File: src/rtl/wash_pkg.sv
// wash_pkg: shared state encoding, blank digit code and status lamp indices
package wash_pkg;
  typedef enum logic [2:0] {S_IDLE, S_WASH, S_RINSE, S_SPIN, S_DONE} state_t;
  localparam logic [3:0] BLANK = 4'd11;
  localparam int L_IDLE = 0;
  localparam int L_WASH = 1;
  localparam int L_RINSE = 2;
  localparam int L_SPIN = 3;
  localparam int L_DONE = 4;
  localparam int L_INSUF = 5;
  localparam int L_PAUSE = 6;
  localparam int L_TICK = 7;
endpackage

File: src/rtl/bin2bcd.sv
// bin2bcd: combinational double-dabble with saturation to all 9s and leading-zero blanking
module bin2bcd
  import wash_pkg::*;
#(
  parameter int IN_W = 10,
  parameter int NUM_DIGITS = 4
) (
  input  logic [IN_W-1:0]         bin,
  output logic [4*NUM_DIGITS-1:0] bcd
);
  localparam int MAXV = 10 ** NUM_DIGITS - 1;
  logic [4*NUM_DIGITS-1:0] acc;
  logic [3:0] d;
  logic sat, lead;
  always_comb begin
    acc = '0;
    d = '0;
    bcd = '0;
    lead = 1'b1;
    sat = 64'(bin) > 64'(MAXV);
    for (int i = IN_W - 1; i >= 0; i--) begin
      for (int j = 0; j < NUM_DIGITS; j++)
        acc[4*j+:4] = (acc[4*j+:4] >= 4'd5) ? acc[4*j+:4] + 4'd3 : acc[4*j+:4];
      acc = {acc[4*NUM_DIGITS-2:0], bin[i]};
    end
    // Blank from the top down until the first non-zero digit; digit 0 always shows
    for (int j = NUM_DIGITS - 1; j >= 0; j--) begin
      d = sat ? 4'd9 : acc[4*j+:4];
      lead = lead && (d == 4'd0) && (j != 0);
      bcd[4*j+:4] = lead ? BLANK : d;
    end
  end
endmodule

File: src/rtl/wash_billing_timer.sv
// wash_billing_timer: pay-per-second washer sequencer with balance pre-check,
// per-phase pricing, pause and a registered BCD display of time or balance
module wash_billing_timer
  import wash_pkg::*;
#(
  parameter int TICK_DIV = 100000000,
  parameter int BAL_W = 10,
  parameter int NUM_DIGITS = 4,
  parameter int T_WASH = 30,
  parameter int T_RINSE = 20,
  parameter int T_SPIN = 10,
  parameter int P_WASH = 1,
  parameter int P_RINSE = 1,
  parameter int P_SPIN = 2
) (
  input  logic                    clk,
  input  logic                    rst,
  input  logic                    on,
  input  logic                    start,
  input  logic                    bal_load,
  input  logic [BAL_W-1:0]        bal_in,
  input  logic                    disp_sel,
  output logic [4*NUM_DIGITS-1:0] digits,
  output logic [7:0]              st_light,
  output logic                    done
);
  localparam int unsigned COST = T_WASH * P_WASH + T_RINSE * P_RINSE + T_SPIN * P_SPIN;
  localparam int T_TOT = T_WASH + T_RINSE + T_SPIN;
  localparam int TW = $clog2(T_TOT + 1);
  localparam int CW = (TICK_DIV > 1) ? $clog2(TICK_DIV) : 1;
  localparam int VW = (BAL_W > TW) ? BAL_W : TW;
  localparam logic [4*NUM_DIGITS-1:0] DIG_RST = {{(NUM_DIGITS - 1){BLANK}}, 4'd0};

  state_t state_q, state_d, succ;
  logic [BAL_W-1:0] bal_q, bal_d, price;
  logic [CW-1:0] cnt_q, cnt_d;
  logic [TW-1:0] ph_q, ph_d, tot_q, tot_d;
  logic insuf_q, insuf_d, tog_q, tog_d, run, tick;
  logic [4*NUM_DIGITS-1:0] digits_q, digits_d;

  // Zero-length phases fall through to the next one in the same edge
  function automatic state_t skip(input state_t s);
    state_t r;
    r = s;
    if (r == S_WASH && T_WASH == 0) r = S_RINSE;
    if (r == S_RINSE && T_RINSE == 0) r = S_SPIN;
    if (r == S_SPIN && T_SPIN == 0) r = S_DONE;
    return r;
  endfunction

  function automatic logic [TW-1:0] dur(input state_t s);
    return (s == S_WASH) ? TW'(T_WASH) : (s == S_RINSE) ? TW'(T_RINSE) :
           (s == S_SPIN) ? TW'(T_SPIN) : '0;
  endfunction

  always_comb begin
    run = state_q inside {S_WASH, S_RINSE, S_SPIN};
    tick = run && on && (cnt_q == CW'(TICK_DIV - 1));
    price = (state_q == S_WASH) ? BAL_W'(P_WASH) : (state_q == S_RINSE) ? BAL_W'(P_RINSE) : BAL_W'(P_SPIN);
    succ = (state_q == S_WASH) ? S_RINSE : (state_q == S_RINSE) ? S_SPIN : S_DONE;
    state_d = state_q;
    bal_d = bal_q;
    cnt_d = (run && on) ? (tick ? '0 : cnt_q + CW'(1)) : cnt_q;
    ph_d = ph_q;
    tot_d = tot_q;
    insuf_d = insuf_q;
    tog_d = tog_q ^ tick;
    if (state_q == S_IDLE) begin
      if (bal_load) begin
        bal_d = bal_in;
        insuf_d = 1'b0;
      end else if (start && 32'(bal_q) >= COST) begin
        state_d = skip(S_WASH);
        ph_d = dur(state_d);
        tot_d = TW'(T_TOT);
        cnt_d = '0;
      end else if (start) begin
        insuf_d = 1'b1;
      end
    end else if (state_q == S_DONE) begin
      if (start) state_d = S_IDLE;
    end else if (tick) begin
      bal_d = (bal_q >= price) ? bal_q - price : '0;
      tot_d = tot_q - TW'(1);
      ph_d = ph_q - TW'(1);
      if (ph_q == TW'(1)) begin
        state_d = skip(succ);
        ph_d = dur(state_d);
      end
    end
    st_light = '0;
    st_light[L_IDLE] = state_q == S_IDLE;
    st_light[L_WASH] = state_q == S_WASH;
    st_light[L_RINSE] = state_q == S_RINSE;
    st_light[L_SPIN] = state_q == S_SPIN;
    st_light[L_DONE] = state_q == S_DONE;
    st_light[L_INSUF] = insuf_q;
    st_light[L_PAUSE] = run && !on;
    st_light[L_TICK] = tog_q;
    done = state_q == S_DONE;
    digits = digits_q;
  end

  bin2bcd #(.IN_W(VW), .NUM_DIGITS(NUM_DIGITS)) u_bcd (
    .bin(disp_sel ? VW'(bal_q) : VW'(tot_q)),
    .bcd(digits_d)
  );

  always_ff @(posedge clk) begin
    if (rst) begin
      state_q <= S_IDLE;
      bal_q <= '0;
      cnt_q <= '0;
      ph_q <= '0;
      tot_q <= '0;
      insuf_q <= 1'b0;
      tog_q <= 1'b0;
      digits_q <= DIG_RST;
    end else begin
      state_q <= state_d;
      bal_q <= bal_d;
      cnt_q <= cnt_d;
      ph_q <= ph_d;
      tot_q <= tot_d;
      insuf_q <= insuf_d;
      tog_q <= tog_d;
      digits_q <= digits_d;
    end
  end
endmodule

File: config.mk
export PLATFORM = sky130hd
export DESIGN_NAME = wash_billing_timer
export DESIGN_NICKNAME = d
export VERILOG_FILES = /design/src/rtl/wash_pkg.sv /design/src/rtl/bin2bcd.sv /design/src/rtl/wash_billing_timer.sv
export SDC_FILE = /design/constraint.sdc
export NUM_CORES = 1
export LEC_CHECK = 0
export CAP_MARGIN = 5
export CORE_MARGIN = 8
export CORE_UTILIZATION = 54
export CTS_BUF_LIST = sky130_fd_sc_hd__clkbuf_8
export DETAILED_ROUTE_END_ITERATION = 7
export PLACE_DENSITY = 0.74
export SKIP_CTS_REPAIR_TIMING = 1
export SLEW_MARGIN = 25
export SYNTH_ARGS = -nofsm -noshare
export SYNTH_HDL_FRONTEND = slang
export SYNTH_SLANG_ARGS = --single-unit
File: constraint.sdc
create_clock -name clk -period 7.15 [get_ports clk]
set_input_delay 1.43 -clock clk [delete_from_list [all_inputs] [get_ports clk]]
set_output_delay 1.43 -clock clk [all_outputs]
set_load 0.01 [all_outputs]
== Word level (Yosys, flattened, before mapping) ==
Cells that the tools add are included.

* Bits in registers: 70
* Input bits: 16

* $add $sub $neg: 16
* Order comparisons: 14
* Equal/unequal tests: 15
* Multiplexer cells: 52
* Bitwise logic cells: 2
* Reduce and logical (&&, ||, !) cells: 21

{| class="wikitable"
|+ Operators with widths
! cell !! count
|-
| $mux 27 || 5
|-
| $mux 6 || 11
|-
| $mux 10 || 6
|-
| $mux 4 || 14
|-
| $add 4x2->4 const B || 9
|-
| $ge 4x3->1 const B || 9
|-
| $add 27x1->27 const B || 1
|-
| $eq 27x27->1 const B || 1
|-
| $mux 3 || 9
|-
| $add 3x2->4 const B || 3
|-
| $eq 3x2->1 const B || 4
|-
| $sub 6x1->6 const B || 2
|-
| $ge 10x2->1 || 1
|-
| $ge 10x7->1 const B || 1
|-
| $mux 5 || 2
|-
| $sub 10x2->10 || 1
|-
| $ge 3x3->1 const B || 3
|-
| $reduce_bool 3->1 || 3
|-
| $logic_not 4->1 || 2
|-
| $ne 2x2->1 const B || 4
|-
| $eq 3x1->1 const B || 2
|-
| $eq 6x1->1 const B || 1
|-
| $logic_and 1x1->1 || 6
|-
| $reduce_and 3->1 || 2
|-
| other kinds (13) || 18
|}

== Logic depth before layout (Yosys ltp) ==
* Word-level depth: 19
* Depth in mapped cells: 30
* Gate-level depth less buffers: 30

== Cells and area by module ==
A second synthesis with hierarchy kept.

* Cell total of the unflattened synthesis: 704
* Area total of the unflattened synthesis: 5452.7 µm²

{| class="wikitable"
|+ By module, submodules not included
! module !! times used !! cells an instance !! area an instance (µm²) !! seq. area each (µm²)
|-
| wash_billing_timer || 1 || 414 || 3498.4 || 1401.3
|-
| bin2bcd || 1 || 290 || 1954.4 || 0.0
|}

== Worst setup path after synthesis ==
OpenSTA, ideal clock, no wires.

* Kind: input port to flip-flop
* From: in disp_sel
* To: reg digits_q[5], in the netlist digits[5]
* Library setup time: 0.122 ns
* Arrival time: 7.458 ns
* Data required time: 7.028 ns
* Setup slack: -0.431 ns
* Stages: 29
* Buffers on the path: 1
* Path through: buf_4 -> nand2_1 -> ha_1 -> o21ai_1 -> mux2i_1 -> ha_1 -> nand2b_1 -> a32oi_4 -> xnor2_2 -> ha_1 -> nor2b_1 -> nor3b_1 -> o31ai_1 -> and2_1 -> ha_1 -> nand2b_1 -> a31oi_2 -> xnor2_1 -> ha_1 -> nor2b_1 -> o21ai_1 -> xnor2_1 -> ha_1 -> nand2b_1 -> a31oi_1 -> mux2i_1 -> nand2_1 -> xnor2_1 -> a311o_1

* Longest elaborated chain between the ends: 19
* Elaborated cells on any way between the ends: 43

{| class="wikitable"
|+ Ends and longest elaborated chain
! element !! RTL line !! source
|-
| start: declaration || wash_billing_timer.sv:22 || <nowiki>input logic disp_sel,</nowiki>
|-
| $mux 10 * || wash_billing_timer.sv:105 || <nowiki>.bin(disp_sel ? VW'(bal_q) : VW'(tot_q)),</nowiki>
|-
| $add 3x2->4 / $ge 3x3->1 (equally long branches) || bin2bcd.sv:23 || <nowiki>acc[4*j+:4] = (acc[4*j+:4] >= 4'd5) ? acc[4*j+:4] + 4'd3 : acc[4*j+:4];</nowiki>
|-
| $mux 4 || bin2bcd.sv:23 ||
|-
| $add 4x2->4 / $ge 4x3->1 (equally long branches) || bin2bcd.sv:23 ||
|-
| $mux 4 || bin2bcd.sv:23 ||
|-
| $add 4x2->4 / $ge 4x3->1 (equally long branches) || bin2bcd.sv:23 ||
|-
| $mux 4 || bin2bcd.sv:23 ||
|-
| $add 4x2->4, or another cell as far along || bin2bcd.sv:23 ||
|-
| (+2 left out) || - ||
|-
| $mux 4 || bin2bcd.sv:23 ||
|-
| $add 4x2->4 / $ge 4x3->1 (equally long branches) || bin2bcd.sv:23 ||
|-
| $mux 4 || bin2bcd.sv:23 ||
|-
| $add 4x2->4, or another cell as far along || bin2bcd.sv:23 ||
|-
| $mux 4 || bin2bcd.sv:23 ||
|-
| $logic_not 4->1 / $not 1->1 (equally long branches) || bin2bcd.sv:29 || <nowiki>lead = lead && (d == 4'd0) && (j != 0);</nowiki>
|-
| $logic_and 1x1->1 (2 in a row) || bin2bcd.sv:29 ||
|-
| $reduce_or 2->1 (no source line) || - ||
|-
| end signal: assignment || wash_billing_timer.sv:127 || <nowiki>digits_q <= digits_d;</nowiki>
|-
| end: declaration || wash_billing_timer.sv:39 || <nowiki>logic [4*NUM_DIGITS-1:0] digits_q, digits_d;</nowiki>
|}

Mark *: on every way between the ends. The rest lies on a longest branch, timed or not.
A chain may end at the register's enable or synchronous reset.

== Worst setup path in the final report ==
Ends and elaborated chain as after synthesis.

==> metrics.md <==
| Metric | Value |
|---|---|
| Status | complete, no violations |
| Critical path's slowest cell | o32a_1 |
| Synth Area in Simple Gates | 23.6% |
| Worst slew pin tran | 0.814 ns |
| Global-route wire length before repair | 17700 microns |
| Total inserted antenna cells | 0 |
| Unrepaired setup endpoints after global routing | false |
| Input/output buffers | 38 |
| Worst setup path category | in -> reg |
| Layout cell share with drive strength beyond 1 | 17.4% |
| Leak pwr | 2.32 nW |
| Fin worst setup slack | 0.375 ns |
| Maximum vdd ir drop | 0.000141 V |
| Post-Syn Area per Cell | 8.09 sq um |
| Switching Share | 35.9% |
| Placed cells | 725 |
| Place WS | -0.299 ns |
| Full die area | 11800 sq um |
| Fin crit period | 6.78 ns |
| Vias in the first global route | 4073 |
| Power density over the cells | 260 nW/um^2 |
| Non-filler instance count after layout | 749 |
| Skew final | 0.0124 ns |
| Commonest non-fill, non-tap cells in the layout | 75 x nor2_1, 67 x dfxtp_1, 45 x buf_4, 40 x nand2_1, 37 x clkdlybuf4s50_1 |
| Combinational power share | 49.0% |
| Filler cell count | 697 |
| Synth Area in Compound Gates | 20.7% |
| Worst Hold Class | reg -> reg |
| Post-Synth Adder-Cell Area | 6.38% |
| CTS Buffer Depth | 2 |
| Main area contributors after synthesis | dfxtp_1 29%, nor2_1 6.1%, ha_1 5.9% |
| Initial antenna violation count | 0 |
| Post-DP HPWL | 7790 microns |
| Die Width | 109 microns |
| Starting Density | 56.1% |
| Initial DRC Count | 200 |
| Worst Path Required | 7.37 ns |
| CP most frequent cell | ha_2 |
| CP bufs+invs | 3 |
| Fin util | 68.8% |
| Fin. max-slew vios | 0 |
| NetSw | 0.532 mW |
| CTS root buffer | clkbuf_8 |
| Layout Nets | 678 |
| H-tree depth | 3 |
| Post-synth EDFFs | 0 |
| Core footprint | 8260 sq um |
| Critical path endpoint category | register |
| Max cap viols | 0 |
| Post-synthesis mux area share | 7.05% |
| Tcrit/Tclk final | 94.8% |
| Clk slew on worst S/H paths | 0.07 ns |
| Gr ovfl total | 0 |
| GRT Total Usage | 17.9% |
| Slew headroom | 44.3% |
| WL final | 10400 microns |
| CP delay by family, top | compound AO/OA/AOI/OAI gates |
| Clock Latency Late Sink | 0.34 ns |
| Fmax | 148 MHz |
| Post-synth top area share | 29.0% |
| Pre-antenna DRT Iters | 4 |
| Slowest stage delay, CP | 0.41 ns |
| Setup Viol. Count Final | 0 |
| Largest family of logic cells by synthesized area | simple AND/OR/NAND/NOR gates |
| Mapped Cells | 572 |
| Floorplan row count | 33 |
| Most common cell after layout, fill and taps aside | nor2_1 |
| Wire per inst | 13.9 microns |
| Worst setup SP type | input port |
| Final ANT Viol Nets | 0 |
| Primary FF master, synth | dfxtp_1 |
| Die height | 109 microns |
| DRC | 0 |
| CTS tree | done |
| Clock Power Share | 22.1% |
| Ports | 41 |
| Seq/Total Area, Yosys | 29.0% |
| Syn-to-layout area delta | 22.8% |
| Clock sink count | 67 |
| Mapped cell area | 4630 sq um |
| DR vias | 4213 |
| Final Hold Viols | 0 |
| XOR/XNOR share of the synthesized area | 7.89% |
| Pint | 0.948 mW |
| TritonCTS Buffers | 9 |
| Synth Register Bits | 67 |
| CP arrival | 6.99 ns |
| Post-synth cell types | 82 |
| RD Place Congestion | 0.843 |
| Largest area contributor in the netlist | dfxtp_1 |
| Synthesized Nets | 611 |
| Sequential share of power | 28.9% |
| R2r setup slk | 1.03 ns |
| Total number of yosys warnings | 0 |
| Ys async rst share | 0% |
| Largest net degree at the start of global routing | 39 |
| CP max FO | 4 |
| Total power | 1.48 mW |
| Via density | 5.62 |
## path summary, 6_finish.rpt
kind                                             from                    end  cells after the start
worst max-delay path                         disp_sel   digits[5]$_SDFF_PP1_                     30
worst min-delay path            bal_q[5]$_SDFFE_PP0P_  bal_q[5]$_SDFFE_PP0P_                      2
worst max register to register  bal_q[8]$_SDFFE_PP0P_   digits[5]$_SDFF_PP1_                     28
worst min register to register  bal_q[5]$_SDFFE_PP0P_  bal_q[5]$_SDFFE_PP0P_                      2
## routing by layer
| layer | wire length [microns] | vias up | track usage (%) |
|---|---|---|---|
| met2 | 5140 | 77 | 32.2 |
| li1 | - | 2159 | - |
| met5 | 0 | - | 0 |
| met1 | 4680 | 1969 | 21.1 |
| met4 | 98 | 0 | 4.30 |
| met3 | 480 | 8 | 4.05 |
## synthesized netlist by cell type, types with 4 or more instances
library cell,count
clkbuf_1,18
dfxtp_1,67
nand2b_1,10
o211ai_1,5
nor3b_1,4
nor3_1,20
o21ai_1,6
or3_1,13
mux2i_1,17
nand3_1,14
a31oi_1,5
nor2_1,75
buf_4,7
xnor2_1,15
a211oi_1,8
o21ai_0,26
mux2_4,5
and3_1,5
nor4_1,6
nor2b_1,8
xor2_1,23
inv_1,28
and2_1,9
nand4_1,4
nand2_1,40
a21oi_1,32
a21o_1,6
ha_1,22
## power by group through the flow
stage | clock, mW | combinational [mW] | sequential (mW)
after floorplan | 0 | 0.467 | 0.437
after global placement | 0 | 0.664 | 0.436
after detailed placement | 0 | 0.686 | 0.436
after CTS | 0.333 | 0.689 | 0.428
after global routing | 0.348 | 0.797 | 0.432
final | 0.327 | 0.726 | 0.427
## through the flow
step / area [sq um] / setup TNS (ns) / hold WS, ns
after floorplan: 4710 / 0 / 0.459
after global placement: 5370 / -0.0332 / 0.474
after detailed placement: 5370 / -2.30 / 0.492
after CTS: 5580 / 0 / 0.501
after global routing: 5680 / 0 / 0.531
final: 5680 / 0 / 0.498
## worst register-to-register path: cells and delay by family (launching register included)
family          cells  cell delay, ns
compound gates      8            2.00
fa+ha+maj           6            1.30
simple gates        8            1.03
mux                 3            0.63
flops               1            0.61
xor+xnor            2            0.33
buf+inv             1            0.12
## layout make-up
class                      count  area (sq um)  share of cell area (%)
timing repair buffer          83           721                    12.7
multi-input combinational    450          3180                    55.9
tap                          105           131                    2.31
clock buffer                  10           138                    2.42
sequential                    67          1340                    23.6
inverter                      28           105                    1.85
clock inverter                 6          71.3                    1.25
## cell families after synthesis
logic type,count (synthesis)
xor gates and xnor gates,40
DFF,67
AOI/OAI and AO/OA,136
other,2
buffers and inverters,55
and+or+nand+nor,222
muxes,27
adders and majority gates,23
## state kept, by name (all words and copies together) (netlist names)
signal	count
bal_q	10
cnt_q	27
digits	13
insuf_q	1
ph_q	6
state_q	3
tog_q	1
tot_q	6
Power figures use the tool's default switching activity.
